### config.mk
export PLATFORM = sky130hd
export DESIGN_NAME = gray_wptr_full_flat
export DESIGN_NICKNAME = d
export VERILOG_FILES = /design/src/rtl/gray_wptr_full_if.sv /design/src/rtl/gray_wptr_full.sv /design/src/flat_wrapper.sv
export SDC_FILE = /design/constraint.sdc
export NUM_CORES = 1
export LEC_CHECK = 0
export CORE_ASPECT_RATIO = 1.1
export CORE_UTILIZATION = 50
export CTS_CLUSTER_DIAMETER = 40
export DETAILED_ROUTE_END_ITERATION = 7
export HOLD_SLACK_MARGIN = 0.15
export PLACE_DENSITY_LB_ADDON = 0.2
export RECOVER_POWER = 25
export SLEW_MARGIN = 20
export SYNTH_ARGS = -nofsm -noshare
export SYNTH_HDL_FRONTEND = slang
export SYNTH_SLANG_ARGS = --single-unit
### constraint.sdc
create_clock -name clock -period 2.66 [get_ports clock]
set_input_delay 0.266 -clock clock [delete_from_list [all_inputs] [get_ports clock]]
set_output_delay 0.266 -clock clock [all_outputs]
set_load 0.02 [all_outputs]
### src/rtl/gray_wptr_full_if.sv
// ---------------------------------------------------------------------------
// gray_wptr_full_if
//   Bundles the write-side FIFO pointer signals between the write-pointer /
//   full-flag block and the logic around it (producer, RAM, read domain).
//
//   Signals:
//     wr_req   producer write request
//     rd_gray  read-domain Gray pointer (asynchronous to the write clock)
//     wr_addr  RAM write address (low bits of the binary write pointer)
//     wr_gray  registered Gray write pointer, exported to the read domain
//     wr_ack   one-cycle pulse: a write was accepted on the previous edge
//     full     registered full flag
//     wr_used  registered, pessimistic write-side fill level
//
//   Modports:
//     master   the pointer block itself (drives the status outputs)
//     slave    the surrounding logic (drives wr_req and rd_gray)
// ---------------------------------------------------------------------------
interface gray_wptr_full_if #(
   parameter int ADDR_WIDTH = 4
);
   logic                  wr_req;
   logic [ADDR_WIDTH:0]   rd_gray;
   logic [ADDR_WIDTH-1:0] wr_addr;
   logic [ADDR_WIDTH:0]   wr_gray;
   logic                  wr_ack;
   logic                  full;
   logic [ADDR_WIDTH:0]   wr_used;

   modport master (
      input  wr_req,
      input  rd_gray,
      output wr_addr,
      output wr_gray,
      output wr_ack,
      output full,
      output wr_used
   );

   modport slave (
      output wr_req,
      output rd_gray,
      input  wr_addr,
      input  wr_gray,
      input  wr_ack,
      input  full,
      input  wr_used
   );
endinterface

### src/rtl/gray_wptr_full.sv
// ---------------------------------------------------------------------------
// gray_wptr_full
//   Write-side pointer and full-flag generator for an asynchronous FIFO.
//   Keeps a binary write pointer one bit wider than the RAM address, exports
//   it as a registered Gray code, synchronizes the read-domain Gray pointer
//   through two flops and derives a registered full flag and a pessimistic
//   fill level from it.
//
//   Parameters:
//     ADDR_WIDTH  FIFO address width (depth 2**ADDR_WIDTH); must be >= 2
//
//   Ports:
//     clock   write-domain clock, rising edge
//     reset   asynchronous active-high reset; release must be synchronous
//             to clock (handled by the integrating logic)
//     bus     gray_wptr_full_if.master (wr_req, rd_gray in;
//             wr_addr, wr_gray, wr_ack, full, wr_used out)
// ---------------------------------------------------------------------------
module gray_wptr_full #(
   parameter int ADDR_WIDTH = 4
) (
   input  logic              clock,
   input  logic              reset,
   gray_wptr_full_if.master  bus
);
   localparam int PW = ADDR_WIDTH + 1;

   logic [PW-1:0] wbin_reg;
   logic [PW-1:0] wgray_reg;
   logic [PW-1:0] rd_gray_s1_reg;
   logic [PW-1:0] rd_gray_s_reg;
   logic [PW-1:0] rd_bin_reg;
   logic [PW-1:0] wr_used_reg;
   logic          wr_ack_reg;
   logic          full_reg;

   logic          accept;
   logic [PW-1:0] wbin_next;
   logic [PW-1:0] wgray_next;
   logic [PW-1:0] rd_bin_dec;
   logic [PW-1:0] full_match;
   logic          full_next;

   // A write is taken only against the registered full of this cycle, so a
   // request that coincides with the full release is still rejected.
   assign accept     = bus.wr_req & ~full_reg;
   assign wbin_next  = wbin_reg + {{ADDR_WIDTH{1'b0}}, accept};
   assign wgray_next = (wbin_next >> 1) ^ wbin_next;

   // Gray-to-binary: each binary bit is the XOR of all Gray bits at and
   // above it, which avoids a bit-to-bit combinational chain.
   for (genvar gi = 0; gi < PW; gi++) begin : g_gray_dec
      assign rd_bin_dec[gi] = ^rd_gray_s_reg[PW-1:gi];
   end

   // Full when the write pointer is exactly one lap ahead of the read
   // pointer; in Gray code that is the top two bits inverted, rest equal.
   assign full_match = {~rd_gray_s_reg[PW-1:PW-2], rd_gray_s_reg[PW-3:0]};
   assign full_next  = (wgray_next == full_match);

   always_ff @(posedge clock or posedge reset) begin
      if (reset) begin
         wbin_reg       <= '0;
         wgray_reg      <= '0;
         rd_gray_s1_reg <= '0;
         rd_gray_s_reg  <= '0;
         rd_bin_reg     <= '0;
         wr_used_reg    <= '0;
         wr_ack_reg     <= 1'b0;
         full_reg       <= 1'b0;
      end else begin
         wbin_reg       <= wbin_next;
         wgray_reg      <= wgray_next;
         rd_gray_s1_reg <= bus.rd_gray;
         rd_gray_s_reg  <= rd_gray_s1_reg;
         rd_bin_reg     <= rd_bin_dec;
         // rd_bin_reg lags the synchronized pointer by a cycle, so this can
         // only over-report the fill level, never under-report it.
         wr_used_reg    <= wbin_next - rd_bin_reg;
         wr_ack_reg     <= accept;
         full_reg       <= full_next;
      end
   end

   assign bus.wr_addr = wbin_reg[ADDR_WIDTH-1:0];
   assign bus.wr_gray = wgray_reg;
   assign bus.wr_ack  = wr_ack_reg;
   assign bus.full    = full_reg;
   assign bus.wr_used = wr_used_reg;
endmodule

### src/flat_wrapper.sv
// flat-port wrapper written by rule: the top's interface ports become plain ports
module gray_wptr_full_flat 
#(
   parameter int ADDR_WIDTH = 4
)
  (clock, reset, bus_wr_req, bus_rd_gray, bus_wr_addr, bus_wr_gray, bus_wr_ack, bus_full, bus_wr_used);
  gray_wptr_full_if #(.ADDR_WIDTH(ADDR_WIDTH)) bus_i ();
  input  logic clock;
  input  logic reset;
  input wire logic [$bits(bus_i.wr_req)-1:0] bus_wr_req;
  input wire logic [$bits(bus_i.rd_gray)-1:0] bus_rd_gray;
  output wire logic [$bits(bus_i.wr_addr)-1:0] bus_wr_addr;
  output wire logic [$bits(bus_i.wr_gray)-1:0] bus_wr_gray;
  output wire logic [$bits(bus_i.wr_ack)-1:0] bus_wr_ack;
  output wire logic [$bits(bus_i.full)-1:0] bus_full;
  output wire logic [$bits(bus_i.wr_used)-1:0] bus_wr_used;
  assign bus_i.wr_req = bus_wr_req;
  assign bus_i.rd_gray = bus_rd_gray;
  assign bus_wr_addr = bus_i.wr_addr;
  assign bus_wr_gray = bus_i.wr_gray;
  assign bus_wr_ack = bus_i.wr_ack;
  assign bus_full = bus_i.full;
  assign bus_wr_used = bus_i.wr_used;
  gray_wptr_full #(.ADDR_WIDTH(ADDR_WIDTH)) u_core (.clock(clock), .reset(reset), .bus(bus_i));
endmodule
==> results of run 1 <==
==> cells by family after synthesis <==
family,Yosys count,share of synthesized area
adders and majority gates,7,0.0758
DFF,31,0.618
buffers and inverters,12,0.0359
xor gates and xnor gates,24,0.184
AOI/OAI and AO/OA,8,0.0399
and+or+nand+nor,9,0.0459
==> worst reg2reg max path: stages (launching register included) <==
cell and delay, ns:
dfrtp_1 0.38, nor2b_1 0.16, ha_1 0.24, ha_1 0.32, xor2_1 0.28, xor2_1 0.11, or4_1 0.53, a21oi_1 0.14
==> layer usage <==
metal	wire, um	part of all wire
met1	774	0.40
met2	978	0.51
met3	114	0.060
met4	44	0.023
met5	0	0
==> power by group through the flow <==
stage	Sequential [mW]	Combinational [mW]	Clock [mW]
floorplan	0.859	0.643	0
global placement	0.723	1.17	0
detailed placement	0.731	1.20	0
CTS	0.720	1.21	0.383
global route	0.734	1.30	0.413
finish	0.718	1.20	0.373
==> final cells by class <==
class	count	share of cell area
Clock buffer	6	0.0316
Tap cell	30	0.0231
Multi-Input combinational cell	48	0.267
Inverter	11	0.0254
Sequential cell	31	0.478
Timing Repair Buffer	26	0.153
Clock inverter	2	0.0216
==> cells in the final DEF, fill, tap and decap left out <==
cell type,synthesis,layout
clkbuf_8,0,1
clkdlybuf4s50_1,0,17
nand2b_1,1,1
a21o_1,2,2
buf_4,0,2
dfrtp_1,31,31
clkbuf_1,1,1
dlygate4sd3_1,0,6
xnor3_1,1,1
a21boi_0,1,1
a21oi_1,4,4
and2b_2,1,1
xnor2_1,17,17
xor2_2,1,1
nand3_1,2,2
nor3_1,1,1
or4_1,2,2
inv_1,11,11
bufinv_16,0,1
o31ai_1,1,1
clkbuf_4,0,5
ha_1,6,6
fa_1,1,1
nor2b_1,2,2
clkinv_2,0,1
xor2_1,5,5
==> how the worst min path moves through the flow <==
stage / startpoint / to / slack [ns] / cells past startpoint
4_1_cts: reset / u_core.rd_gray_s_reg[0] / 0.30 / 3
2_1_floorplan: bus_rd_gray[0] / u_core.rd_gray_s1_reg[0] / 0.30 / 0
5_1_grt: u_core.rd_gray_s1_reg[2] / u_core.rd_gray_s_reg[2] / 0.37 / 0
3_5_place_dp: u_core.rd_gray_s1_reg[4] / u_core.rd_gray_s_reg[4] / 0.34 / 0
6_report: u_core.rd_gray_s1_reg[2] / u_core.rd_gray_s_reg[2] / 0.36 / 0
3_3_place_gp: u_core.rd_gray_s1_reg[0] / u_core.rd_gray_s_reg[0] / 0.33 / 0
==> results_dict.tcl, run 1 <==
set metrics [dict create \
    coreArea_mm2 0.00232 \
    met2_usage 0.286 \
    path_max_fanout 5 \
    dpl.hpwl_um 1420 \
    clockBufferDepth 2 \
    drc 0 \
    cts_tree "done" \
    synthesis.area_mm2 0.00125 \
    violations "capacitance limit, slew limit" \
    area_growth_pct 29.4 \
    cp-start-kind "input port" \
    num_antenna_cells 0 \
    hold_viol 0 \
    synthTopCellsByArea "dfrtp_1, xnor2_1, ha_1, xor2_1, inv_1" \
    drt_first_pass_iters 3 \
    worst_pin_slew_ns 1.57 \
    crit_arrival_ns 2.50 \
    p_seq_frac 0.313 \
    grt_setup_unrepaired "false" \
    grt_pass1_vias 707 \
    synth_edf_count 0 \
    yosysTopAreaCellShare 0.618 \
    clk_pin_slew_ns 0.09 \
    grt_max_degree 32 \
    floorplan.initialDensity 0.541 \
    fin_util 0.700 \
    synth.avg_cell_area_um2 13.8 \
    htree_levels 2 \
    max_freq_mhz 444 \
    portBuffers 23 \
    drive_gt1_frac 0.0968 \
    fin_crit_ns 2.25 \
    slowest_stage "or4_1" \
    rows 18 \
    clock_latency_ns 0.33 \
    reg2reg_slack_ns 0.43 \
    ir_drop_uv 820 \
    yosys-top-cells-count "dfrtp_1, xnor2_1, inv_1" \
    dieArea_mm2 0.00271 \
    yosysTopAreaCell "dfrtp_1" \
    critical_path_depth 8 \
    internal_power_mw 1.46 \
    design_area_mm2 0.00162 \
    gp_congestion 0.774 \
    ff2ff_path_depth 7 \
    placedCellCount 146 \
    setup_slack_ns 0.409 \
    worstPathCellList "clkdlybuf4s50_1, nor2b_1, ha_1, ha_1, xor2_1, xor2_1, or4_1, a21oi_1" \
    setup_tns_ns 0 \
    hold_path.class "flip-flop to flip-flop" \
    ys_async_sr_fraction 1.00 \
    viasPerCell 4.88 \
    timing.rr.start "u_core.bus.full" \
    setup_viol 0 \
    clock-root-buffer "clkbuf_4" \
    grt.busiest_layer "met2" \
    critPathBufInv 1 \
    grt_usage 0.172 \
    final_cells 154 \
    power_mw 2.29 \
    cp-startpoint "bus_wr_req" \
    critical-path-max-stage-delay_ns 0.53 \
    grt-ovfl-total 0 \
    ant_nets 0 \
    fin_crit_sh 0.846 \
    cts_hold_buf 0 \
    dp_slack_ns 0.0698 \
    p_sw_frac 0.366 \
    synthesis.nets 106 \
    grt_pass1_wl_um 3110 \
    ys_types 19 \
    register_area_um2 776 \
    pwr-share-clk 0.163 \
    grt_util_met1 0.179 \
    yosysMostFrequentCell "dfrtp_1" \
    worstSetupEndpointType "flip-flop" \
    drtIter0Drc 6 \
    status "finished with violations" \
    maxCapViolCount 1 \
    placed_area_mm2 0.00154 \
    ys_ff_latch 31 \
    p_sw_mw 0.839 \
    routed_wirelength_um 1910 \
    cts_setup_buffers 0 \
    rr_endpoint "u_core.bus.full" \
    hold_slack_ns 0.358 \
    p_leak_nw 0.744 \
    power_density_mw_per_mm2 1410 \
    clock_skew_ns 0.0109 \
    relSlewSlack -0.0443 \
    multi_input_area_um2 434 \
    final_nets 138 \
    comb_power_share 0.525 \
    grtUsageMet3 0.0611 \
    crit_path_end "u_core.bus.full" \
    fp.dieW_um 49.8 \
    worst_ep_required_time_ns 2.91 \
    die_height_um 54.5 \
    cts_resized 0 \
    cts.sink_count 31 \
    maxSlewViolCount 32 \
    synth_ff_type "dfrtp_1" \
    critPathKind "input port to flip-flop" \
    fill_cells 164 \
    cts_buffers 5 \
    synth_warnings 0 \
    ios 24 \
    antenna_found_initial 0 \
    syn_inst 91 \
    vias 751 \
    crit_family "simple AND/OR/NAND/NOR gates" \
    ys_seq_area_frac 0.618 \
    wl_per_cell_um 12.4 \
]
Power figures use the tool's default switching activity.
==> inputs of run 2 (changes only) <==
==> constraint.sdc (replaced) <==
create_clock -name clock -period 2.3 [get_ports clock]
set_input_delay 0.23 -clock clock [delete_from_list [all_inputs] [get_ports clock]]
set_output_delay 0.23 -clock clock [all_outputs]
set_load 0.02 [all_outputs]
==> run 2 against run 1 <==
  * The run still ends with capacitance limit, slew limit left
  * First-iteration DRC count decreased by 17%
  * Sequential share of layout area down 2.8 points
  * Combinational power rose by 28%
  * Clock skew rose by 0.0033 ns
  * Die area stayed put
  * Flip-flop and latch count did not move
  * Via count increased by 7.1%
  * Sequential power rose by 16%
  * Cell count rose by 7.8%
  * Critical path type is now flip-flop to flip-flop
  * Critical endpoint unchanged
  * Largest cell class unchanged
  * Largest power group unchanged
  * Highest routed layer unchanged
==> results_dict.tcl, run 2 (same netlist as run 1, synthesis figures left out) <==
set metrics [dict create \
    status "finished with violations" \
    violations "capacitance limit, slew limit" \
    setup_viol 0 \
    final_nets 150 \
    ir_drop_uv 1010 \
    portBuffers 23 \
    maxCapViolCount 1 \
    placed_area_mm2 0.00163 \
    clockBufferDepth 2 \
    fin_crit_ns 2.14 \
    rows 18 \
    drc 0 \
    grt_setup_unrepaired "false" \
    grt_max_degree 32 \
    grt_pass1_vias 853 \
    clock-root-buffer "clkbuf_4" \
    drtIter0Drc 5 \
    drt_first_pass_iters 3 \
    design_area_mm2 0.00173 \
    most-common-layout-cells "dfrtp_1, xnor2_1, clkdlybuf4s50_1" \
    relSlewSlack -0.0539 \
    clock_latency_ns 0.33 \
    antenna_found_initial 0 \
    hold_slack_ns 0.357 \
    hold_viol 0 \
    grt_usage 0.194 \
    die_height_um 54.5 \
    path_max_fanout 5 \
    final_common_cell "dfrtp_1" \
    dieArea_mm2 0.00271 \
    critPathKind "flip-flop to flip-flop" \
    cp-start-kind "flip-flop" \
    cts.sink_count 31 \
    cts_tree "done" \
    fp.dieW_um 49.8 \
    cts_hold_buf 0 \
    coreArea_mm2 0.00232 \
    wl_per_cell_um 11.9 \
    maxSlewViolCount 32 \
    placedCellCount 158 \
    clock_skew_ns 0.0143 \
    power_density_mw_per_mm2 1630 \
    vias 804 \
    final_cells 166 \
    gp_congestion 0.766 \
    cts_buffers 5 \
    drive_gt1_frac 0.199 \
    grt-ovfl-total 0 \
    hold_path.class "flip-flop to flip-flop" \
    fin_crit_sh 0.929 \
    num_antenna_cells 0 \
    grt_pass1_wl_um 3570 \
    max_freq_mhz 468 \
    ios 24 \
    ant_nets 0 \
    crit_arrival_ns 2.40 \
    worstSetupEndpointType "flip-flop" \
    clk_pin_slew_ns 0.10 \
    dpl.hpwl_um 1480 \
    floorplan.initialDensity 0.541 \
    cts_resized 0 \
    worst_pin_slew_ns 1.58 \
    area_growth_pct 37.6 \
    htree_levels 2 \
    fin_util 0.744 \
    worst_ep_required_time_ns 2.57 \
    p_leak_nw 0.803 \
    viasPerCell 4.84 \
    routed_wirelength_um 1980 \
    cts_setup_buffers 0 \
]
[run 2: cell count changes in the layout (fill, tap and decap cells not counted), sizes merged]
cell and delta:
buf +12
[run 2: layer usage]
metal | global-route usage | share of wire
met5 | 0 | 0
met4 | 0.171 | 0.054
met3 | 0.0750 | 0.055
met2 | 0.304 | 0.50
met1 | 0.208 | 0.39
[run 2: worst max-delay path, cell delays in order (launching register included)]
cell	delay (ns)
dfrtp_1	0.40
nor2b_2	0.13
ha_1	0.18
ha_2	0.33
xor2_2	0.20
xor2_1	0.15
or4_1	0.54
a21oi_1	0.13
[run 2: path summary, 6_finish.rpt]
check | startpoint | to | slack (ns) | depth (start not counted)
worst max-delay path | u_core.bus.full | u_core.bus.full | 0.16 | 7
worst min-delay path | u_core.rd_gray_s1_reg[4] | u_core.rd_gray_s_reg[4] | 0.36 | 0
worst max register to register | u_core.bus.full | u_core.bus.full | 0.16 | 7
worst min register to register | u_core.rd_gray_s1_reg[4] | u_core.rd_gray_s_reg[4] | 0.36 | 0
max in group asynchronous | reset | u_core.bus.wr_used[1] | 0.49 | 3
min in group asynchronous | reset | u_core.wbin_reg[1] | 0.88 | 3
[run 2: per-stage QoR]
step | worst slack, ns | power, mW | TNS (ns)
2_1_floorplan | 0.127 | 1.74 | 0
3_3_place_gp | -0.167 | 2.32 | -0.304
3_5_place_dp | -0.176 | 2.37 | -0.325
4_1_cts | 0.118 | 2.82 | 0
5_1_grt | 0.0468 | 3.03 | 0
6_report | 0.162 | 2.81 | 0
[run 2: power by group]
group	switching [mW]	total [mW]	internal, mW
Combinational	0.699	1.54	0.841
Sequential	0.109	0.830	0.722
Clock	0.182	0.438	0.257
Total	0.989	2.81	1.82
[run 2: cell type report]
type | count | area [um^2]
Clock buffer | 6 | 51.3
Timing Repair Buffer | 38 | 339
Multi-Input combinational cell | 48 | 447
Clock inverter | 2 | 35.0
Fill cell | 148 | 593
Tap cell | 30 | 37.5
Sequential cell | 31 | 776
Inverter | 11 | 41.3
